`src/rtl/reaction_pkg.sv`:
```
// Shared types and constants for the reaction-time game.
package reaction_pkg;

    // Default counter width; must hold max(MAX_MS_DEF, WAIT_LIMIT_DEF)
    localparam int TW_DEF         = 14;
    // Reaction-time saturation / no-response timeout, in ms
    localparam int MAX_MS_DEF     = 9999;
    // Longest wait for get_rand before the round is aborted, in ms
    localparam int WAIT_LIMIT_DEF = 6000;
    // Upper bound of the random delay produced by the generator/count2rand
    localparam int RAND_MAX_MS    = 5000;

    typedef enum logic [1:0] {
        IDLE      = 2'd0,
        WAIT_RAND = 2'd1,
        MEASURE   = 2'd2,
        DONE      = 2'd3
    } state_t;

endpackage

```
`src/rtl/ms_counter.sv`:
```
// Millisecond counter: synchronous clear, tick enable, saturation at limit_i.
module ms_counter #(
    parameter int W = 14
) (
    input  logic         clk,
    input  logic         rst,
    input  logic         clr_i,
    input  logic         en_i,
    input  logic [W-1:0] limit_i,
    output logic [W-1:0] count_o,
    output logic         at_limit_o
);

    logic [W-1:0] count_q;
    logic [W-1:0] count_d;

    // Next count: clear wins over tick; a tick at the limit leaves the count saturated
    always_comb begin
        count_d = count_q;
        if (clr_i) begin
            count_d = '0;
        end else if (en_i && (count_q < limit_i)) begin
            count_d = count_q + 1'b1;
        end
    end

    // Count register
    always_ff @(posedge clk or posedge rst) begin
        if (rst) begin
            count_q <= '0;
        end else begin
            count_q <= count_d;
        end
    end

    assign count_o    = count_q;
    assign at_limit_o = (count_q >= limit_i);

endmodule

```
`src/rtl/reaction_game_ctrl.sv`:
```
// Reaction-game sequencer: start pulse, wait for get_rand, light LED,
// measure reaction in ms, flag foul/timeout and track the best time.
//
// Interface semantics: start_btn, react_btn, get_rand and tick_ms are
// one-cycle strobes sampled on the rising clock edge; there is no
// backpressure. start_out and rt_valid are one-cycle registered strobes;
// every other output is a registered level.
module reaction_game_ctrl
    import reaction_pkg::*;
#(
    parameter int MAX_MS     = MAX_MS_DEF,
    parameter int WAIT_LIMIT = WAIT_LIMIT_DEF,
    parameter int TW         = TW_DEF
) (
    input  logic          clk,
    input  logic          rst,
    input  logic          tick_ms,
    input  logic          start_btn,
    input  logic          react_btn,
    input  logic          get_rand,
    output logic          start_out,
    output logic          led,
    output logic          busy,
    output logic [TW-1:0] rt_ms,
    output logic          rt_valid,
    output logic          foul,
    output logic          timeout,
    output logic [TW-1:0] best_ms,
    output state_t        dbg_state_o
);

    localparam logic [TW-1:0] MAX_MS_V     = TW'(MAX_MS);
    localparam logic [TW-1:0] WAIT_LIMIT_V = TW'(WAIT_LIMIT);

    state_t        state_q;
    logic          start_out_q;
    logic          led_q;
    logic          busy_q;
    logic [TW-1:0] rt_ms_q;
    logic          rt_valid_q;
    logic          foul_q;
    logic          timeout_q;
    logic [TW-1:0] best_ms_q;

    logic          cnt_clr;
    logic          cnt_en;
    logic [TW-1:0] cnt_limit;
    logic [TW-1:0] cnt_val;
    logic          cnt_at_limit;

    // Counter control: one counter serves both the wait and the measure phase
    always_comb begin
        cnt_clr   = start_btn ||
                    ((state_q == WAIT_RAND) && get_rand && !react_btn);
        cnt_en    = tick_ms && ((state_q == WAIT_RAND) || (state_q == MEASURE));
        cnt_limit = (state_q == WAIT_RAND) ? WAIT_LIMIT_V : MAX_MS_V;
    end

    ms_counter #(
        .W (TW)
    ) u_cnt (
        .clk        (clk),
        .rst        (rst),
        .clr_i      (cnt_clr),
        .en_i       (cnt_en),
        .limit_i    (cnt_limit),
        .count_o    (cnt_val),
        .at_limit_o (cnt_at_limit)
    );

    // Round FSM with registered outputs; start_btn overrides every other event
    always_ff @(posedge clk or posedge rst) begin
        if (rst) begin
            state_q     <= IDLE;
            start_out_q <= 1'b0;
            led_q       <= 1'b0;
            busy_q      <= 1'b0;
            rt_ms_q     <= '0;
            rt_valid_q  <= 1'b0;
            foul_q      <= 1'b0;
            timeout_q   <= 1'b0;
            best_ms_q   <= MAX_MS_V;
        end else begin
            start_out_q <= start_btn;
            rt_valid_q  <= 1'b0;
            if (start_btn) begin
                state_q   <= WAIT_RAND;
                foul_q    <= 1'b0;
                timeout_q <= 1'b0;
                led_q     <= 1'b0;
                busy_q    <= 1'b1;
            end else begin
                case (state_q)
                    WAIT_RAND: begin
                        if (react_btn) begin
                            // Press before the light, even together with get_rand
                            foul_q  <= 1'b1;
                            busy_q  <= 1'b0;
                            state_q <= DONE;
                        end else if (get_rand) begin
                            led_q   <= 1'b1;
                            state_q <= MEASURE;
                        end else if (cnt_at_limit) begin
                            timeout_q <= 1'b1;
                            busy_q    <= 1'b0;
                            state_q   <= DONE;
                        end
                    end
                    MEASURE: begin
                        if (react_btn) begin
                            // Counter value before this cycle's tick is the result
                            rt_ms_q    <= cnt_val;
                            rt_valid_q <= 1'b1;
                            if (cnt_val < best_ms_q) begin
                                best_ms_q <= cnt_val;
                            end
                            led_q   <= 1'b0;
                            busy_q  <= 1'b0;
                            state_q <= DONE;
                        end else if (cnt_at_limit) begin
                            timeout_q <= 1'b1;
                            led_q     <= 1'b0;
                            busy_q    <= 1'b0;
                            state_q   <= DONE;
                        end
                    end
                    default: begin
                        // IDLE and DONE hold results until the next start_btn
                    end
                endcase
            end
        end
    end

    assign start_out   = start_out_q;
    assign led         = led_q;
    assign busy        = busy_q;
    assign rt_ms       = rt_ms_q;
    assign rt_valid    = rt_valid_q;
    assign foul        = foul_q;
    assign timeout     = timeout_q;
    assign best_ms     = best_ms_q;
    assign dbg_state_o = state_q;

endmodule
```
`config.mk`:
```
export PLATFORM = sky130hd
export DESIGN_NAME = reaction_game_ctrl
export DESIGN_NICKNAME = d
export VERILOG_FILES = /design/src/rtl/reaction_pkg.sv /design/src/rtl/ms_counter.sv /design/src/rtl/reaction_game_ctrl.sv
export SDC_FILE = /design/constraint.sdc
export NUM_CORES = 1
export LEC_CHECK = 0
export CAP_MARGIN = 20
export CORE_ASPECT_RATIO = 1.1
export CORE_MARGIN = 5
export CORE_UTILIZATION = 55
export CTS_CLUSTER_DIAMETER = 150
export DETAILED_ROUTE_END_ITERATION = 12
export DONT_BUFFER_PORTS = 1
export GPL_TIMING_DRIVEN = 0
export PLACE_DENSITY = 0.79
export REMOVE_ABC_BUFFERS = 1
export SKIP_CTS_REPAIR_TIMING = 1
export SLEW_MARGIN = 20
export SYNTH_ARGS = -nofsm -noshare
export SYNTH_HDL_FRONTEND = slang
export SYNTH_SLANG_ARGS = --single-unit
```
`constraint.sdc`:
```
create_clock -name clk -period 2.4 [get_ports clk]
set_input_delay 0.48 -clock clk [delete_from_list [all_inputs] [get_ports clk]]
set_output_delay 0.48 -clock clk [all_outputs]
set_load 0.005 [all_outputs]
```
Yosys cells after proc, flatten, opt, wreduce, memory -nomap -nowiden
Index checks and enable logic that the tools add are counted.

Register bits: 50. Latch bits: 0. Memory bits (writable): 0. ROM bits: 0. Memories kept: 0.

Add/subtract/negate cells: 1. Multipliers: 0. Div/mod/pow operators: 0. Order comparisons: 3. Equal/unequal tests: 8. Shift operators: 0. Mux-type cells: 33. Bitwise logic cells: 1. Reductions and logical operators: 17.

Operators with widths (number): 2-to-1 mux 14 bit (3); < comparator 14 bit (2); 2-to-1 mux 1 bit (21); adder 14 x 1 -> 14 bit, second input constant (1); greater-or-equal comparator 14 bit (1); != test 3 bit, second input constant (4); AND reduction 4 bit (3); 2-to-1 mux 2 bit (5); != test 4 bit, second input constant (2); case mux 1 bit (2 select lines) (3); nonzero test 2 bit (3); logical AND 1 bit (4); case mux 2 bit (2 select lines) (1); AND reduction 2 bit (2); AND reduction 3 bit (1); nonzero test 3 bit (1); equality test 2 x 1 -> 1 bit, second input constant (1); equality test 2 bit, second input constant (1); logical OR 1 bit (2); logical NOT 1 bit (1); NOT 1 bit (1).

Depth between registers and ports, before layout
Word-level depth: 8. Gate-level depth with buffers: 11. Gate-level depth less buffers: 9.

Modules after synthesis
From an unflattened synthesis, not the netlist that was laid out.

Cells, all modules: 317. Area total of the unflattened synthesis: 3060.4 um2.

Modules (own cells, without submodules): reaction_game_ctrl (instances 1, cells each 180, area an instance 1869.3 um2, sequential area each 910.9 um2); ms_counter (instances 1, cells each 137, area an instance 1191.1 um2, sequential area each 350.3 um2).

Worst setup path after synthesis
Ideal clock, no wire load.

Path kind: flip-flop to flip-flop. Start point: register state_q[1], in the netlist dbg_state_o[1]. End point: register u_cnt.count_q[6], in the netlist u_cnt.count_o[6]. Library setup time: 0.134 ns. Arrival time: 2.337 ns. Slack: -0.070 ns. Cell stages (with the launch flop): 12. Buffers on the path: 2. Period minus slack after synthesis: 2.470 ns. Cell sequence: dfrtp_1 -> inv_1 -> ha_1 -> buf_6 -> inv_1 -> ha_1 -> or3b_2 -> a211oi_2 -> a21boi_2 -> buf_6 -> nor4_1 -> mux2i_1.

Cells in the longest elaborated chain, start to end: 5. Elaborated cells between the ends (all ways): 12. Classes of those cells: order compare: 1; eq/ne: 2; mux: 2; reduce/logical: 7.

RTL lines: from (decl) (line reaction_game_ctrl.sv:35) `state_t state_q;`; from (signal assigned) (line reaction_game_ctrl.sv:74) `state_q <= IDLE;`; from (signal assigned) (line reaction_game_ctrl.sv:87) `state_q <= WAIT_RAND;`; from (signal assigned) (line reaction_game_ctrl.sv:99) `state_q <= DONE;`; equality test 2 x 1 -> 1 bit / equality test 2 bit (equally long branches) (line reaction_game_ctrl.sv:54, reaction_game_ctrl.sv:55, reaction_game_ctrl.sv:56); 2-to-1 mux 14 bit (tied with other cells) (line reaction_game_ctrl.sv:56) `cnt_limit = (state_q == WAIT_RAND) ? WAIT_LIMIT_V : MAX_MS_V;`; < comparator 14 bit (tied with other cells) (line ms_counter.sv:22) `end else if (en_i && (count_q < limit_i)) begin`; logical AND 1 bit / logical OR 1 bit (equally long branches) (line ms_counter.sv:22, reaction_game_ctrl.sv:53); nonzero test 2 bit (no source line) / 2-to-1 mux 14 bit (equally long branches); to (signal assigned) (line ms_counter.sv:32) `count_q <= count_d;`; to (decl) (line ms_counter.sv:14) `logic [W-1:0] count_q;`.

Several ways; a longest one is shown, not always the timed one. A chain may end at the register's enable or synchronous reset.

Worst setup path in the final report
Start point: register state_q[1], in the netlist dbg_state_o[1]. End point: register u_cnt.count_q[8], in the netlist u_cnt.count_o[8].

The elaborated chain is that of the path after synthesis.

==> impl_metrics.env <==
export IMPL_syn_area_mm2=0.002922
export IMPL_area_growth_pct=13.02
export IMPL_fin_crit_ns=2.498
export IMPL_portBuffers=0
export IMPL_power_leakage_nw=1.460
export IMPL_io_pins=42
export IMPL_finalWeightedCongestion=0.7666
export IMPL_synth_edff_count=0
export IMPL_clock_latency_ns=0.31
export IMPL_synthFlopType="dfrtp_1"
export IMPL_power_frac_clock=0.310
export IMPL_fin_skew_ns=0.01249
export IMPL_rsz0062_at_grt="true"
export IMPL_ys_top_cells_by_count="dfrtp_1 (42), ha_1 (22), inv_1 (21)"
export IMPL_synth_area_leader_cell="dfrtp_1"
export IMPL_seqPwrFrac=0.565
export IMPL_reg2reg_depth=10
export IMPL_die_area_mm2=0.006871
export IMPL_dp_cells=322
export IMPL_status="complete, but fails checks"
export IMPL_hpwl_um=4098
export IMPL_synth_cell_types=49
export IMPL_setup_tns_ns=-0.6835
export IMPL_cts_root_buf="clkbuf_8"
export IMPL_ff2ff_setup_slack_ns=-0.1
export IMPL_power_mw=1.549
export IMPL_fmax_ghz=0.4004
export IMPL_tightest_slew_ns=0.5012
export IMPL_grt_pass1_wl_um=9742
export IMPL_worstSetupEndpointType="flop"
export IMPL_seq_area_frac_synth=0.4317
export IMPL_switching_power_uw=402.5
export IMPL_synth_area_leaders="dfrtp_1 (36%), ha_1 (9.4%), dfstp_2 (7.2%)"
export IMPL_ir_drop_v=0.0003583
export IMPL_worstPathArrival_ns=2.72
export IMPL_crit_type="reg -> reg"
export IMPL_finalHoldViolCount=0
export IMPL_min_period_over_period=1.041
export IMPL_first_global_vias=2067
export IMPL_totalWireLength_um=6186
export IMPL_antennaDiodeCount=0
export IMPL_grt_max_degree=35
export IMPL_num_vias=2139
export IMPL_avgRoutedWirePerCell_um=17.78
export IMPL_cts_tree="yes"
export IMPL_violations="setup timing"
export IMPL_worstPathMaxFanout=8
export IMPL_r2r_end="u_cnt.count_o[8]$_DFFE_PP0P_"
export IMPL_drv_slew=0
export IMPL_start_util=0.5765
export IMPL_cts_buffers=5
export IMPL_finish_instance_area_mm2=0.003302
export IMPL_vias_per_cell=6.147
export IMPL_htree_levels=2
export IMPL_fin_nets=317
export IMPL_cap_violations=0
export IMPL_hold_class="in -> async"
export IMPL_die_h_um=86.44
export IMPL_cts_buffer_depth=2
export IMPL_drive_gt1_frac=0.3000
export IMPL_switching_share=0.2599
export IMPL_drc=0
export IMPL_powerDensity_mw_per_mm2=469.0
export IMPL_startpoint_type="flop"
export IMPL_power_internal_mw=1.146
export IMPL_placed_area_mm2=0.002940
export IMPL_rows=27
export IMPL_post_place_ws_ns=-0.6958
export IMPL_yosysMostFrequentCell="dfrtp_1"
export IMPL_avgSynthCellArea_um2=10.62
export IMPL_setup_ws_ns=-0.09773
export IMPL_cp_required_ns=2.62
export IMPL_crit_reg2reg_launch="dbg_state_o[1]$_DFFE_PP0P_"
export IMPL_setup_viol=10
export IMPL_instances_no_fill=348
export IMPL_gr_usage_all_layers=0.1774
export IMPL_path_clk_slew_ns=0.10
export IMPL_synth_top_area_frac=0.3597
export IMPL_combPwrFrac=0.125
export IMPL_cts_sinks=50
export IMPL_post_route_util=0.6516
export IMPL_whs_ns=0.02325
export IMPL_grt_antenna_before_repair=0
export IMPL_relSlewSlack=0.6659
export IMPL_die_x_um=79.49
export IMPL_synthCells=275
export IMPL_ys_warn_count=0
export IMPL_synth_async_reset_ratio=1.000
export IMPL_drtIter0Drc=149
export IMPL_final_antenna_net_count=0
export IMPL_drt_pass1_iter_count=5
export IMPL_coreArea_mm2=0.005067
export IMPL_overflow=0
export IMPL_ys_ff_latch=50
## worst max-delay path: stages, from the launching register on
cell	delay, ns
dfrtp_2	0.45
inv_2	0.10
ha_4	0.20
inv_4	0.07
ha_1	0.30
a21o_1	0.20
a31oi_4	0.22
a21boi_4	0.11
buf_4	0.16
or4_1	0.46
a21oi_1	0.15
## registers in the layout (all words and copies together), names as in the netlist, 2 cells and up
signal / count
best_ms: 14
dbg_state_o: 2
u_cnt.count_o: 14
rt_ms: 14
## power groups by stage
stage                     combinational, mW  clock, mW  sequential [mW]
final                                 0.193      0.480            0.875
after global routing                  0.220      0.524            0.879
after CTS                             0.156      0.488            0.874
after detailed placement              0.156          0            0.890
after global placement                0.143          0            0.889
after floorplan                       0.119          0            0.885
## final cells by class
type,instances,area (um2)
well taps,58,72.57
flip-flops and latches,50,1265
fillers,373,1765
repair buffers,18,167.7
inverters,21,81.33
multi-input cells,193,1635
clock buffers,8,80.08
## cells in the final DEF, fill, tap and decap left out, drive strengths merged, types with 2 or more instances in the layout
| master | count |
|---|---|
| or4 | 4 |
| buf | 18 |
| o21ai | 13 |
| dfstp | 8 |
| mux2i | 3 |
| or3b | 2 |
| a211oi | 6 |
| dfrtp | 42 |
| clkbuf | 8 |
| mux2 | 27 |
| inv | 21 |
| or3 | 12 |
| a21o | 4 |
| o31ai | 4 |
| a21oi | 19 |
| nand4 | 6 |
| a21boi | 2 |
| nor2b | 3 |
| ha | 22 |
| nand2b | 5 |
| nor2 | 14 |
| nand3b | 3 |
| nand2 | 16 |
| nor3 | 3 |
| nand3 | 9 |
| and3 | 2 |
## cell families (layout without fill, tap and decap cells)
kind of cell,Yosys count,count (layout),synth area share
multiplexers,30,30,0.1272
AND/OR/NAND/NOR,84,84,0.1645
adder cells (fa/ha/maj),22,22,0.09422
buffers and inverters,33,47,0.05482
flip-flops,50,50,0.4317
AO/OA/AOI/OAI,56,57,0.1276
## worst max path at each step
stage	from	endpoint	depth (start not counted)	slack, ns
6_report	dbg_state_o[1]$_DFFE_PP0P_	u_cnt.count_o[8]$_DFFE_PP0P_	10	-0.1
5_1_grt	dbg_state_o[1]$_DFFE_PP0P_	u_cnt.count_o[8]$_DFFE_PP0P_	10	-0.18
4_1_cts	dbg_state_o[1]$_DFFE_PP0P_	u_cnt.count_o[5]$_DFFE_PP0P_	9	-0.73
3_5_place_dp	dbg_state_o[1]$_DFFE_PP0P_	u_cnt.count_o[5]$_DFFE_PP0P_	9	-0.70
3_3_place_gp	dbg_state_o[0]$_DFFE_PP0P_	best_ms[5]$_DFFE_PP0P_	6	-0.92
2_1_floorplan	dbg_state_o[0]$_DFFE_PP0P_	best_ms[4]$_DFFE_PP0P_	6	-0.42
## layer usage
metal	wire, um	GRT usage	vias to the layer above
met5	0	0	-
met4	73	0.06719	0
met3	336	0.05094	8
met2	3137	0.2961	46
met1	2639	0.2165	1066
li1	-	-	1019
No activity file was read; power rests on OpenSTA's default activity.
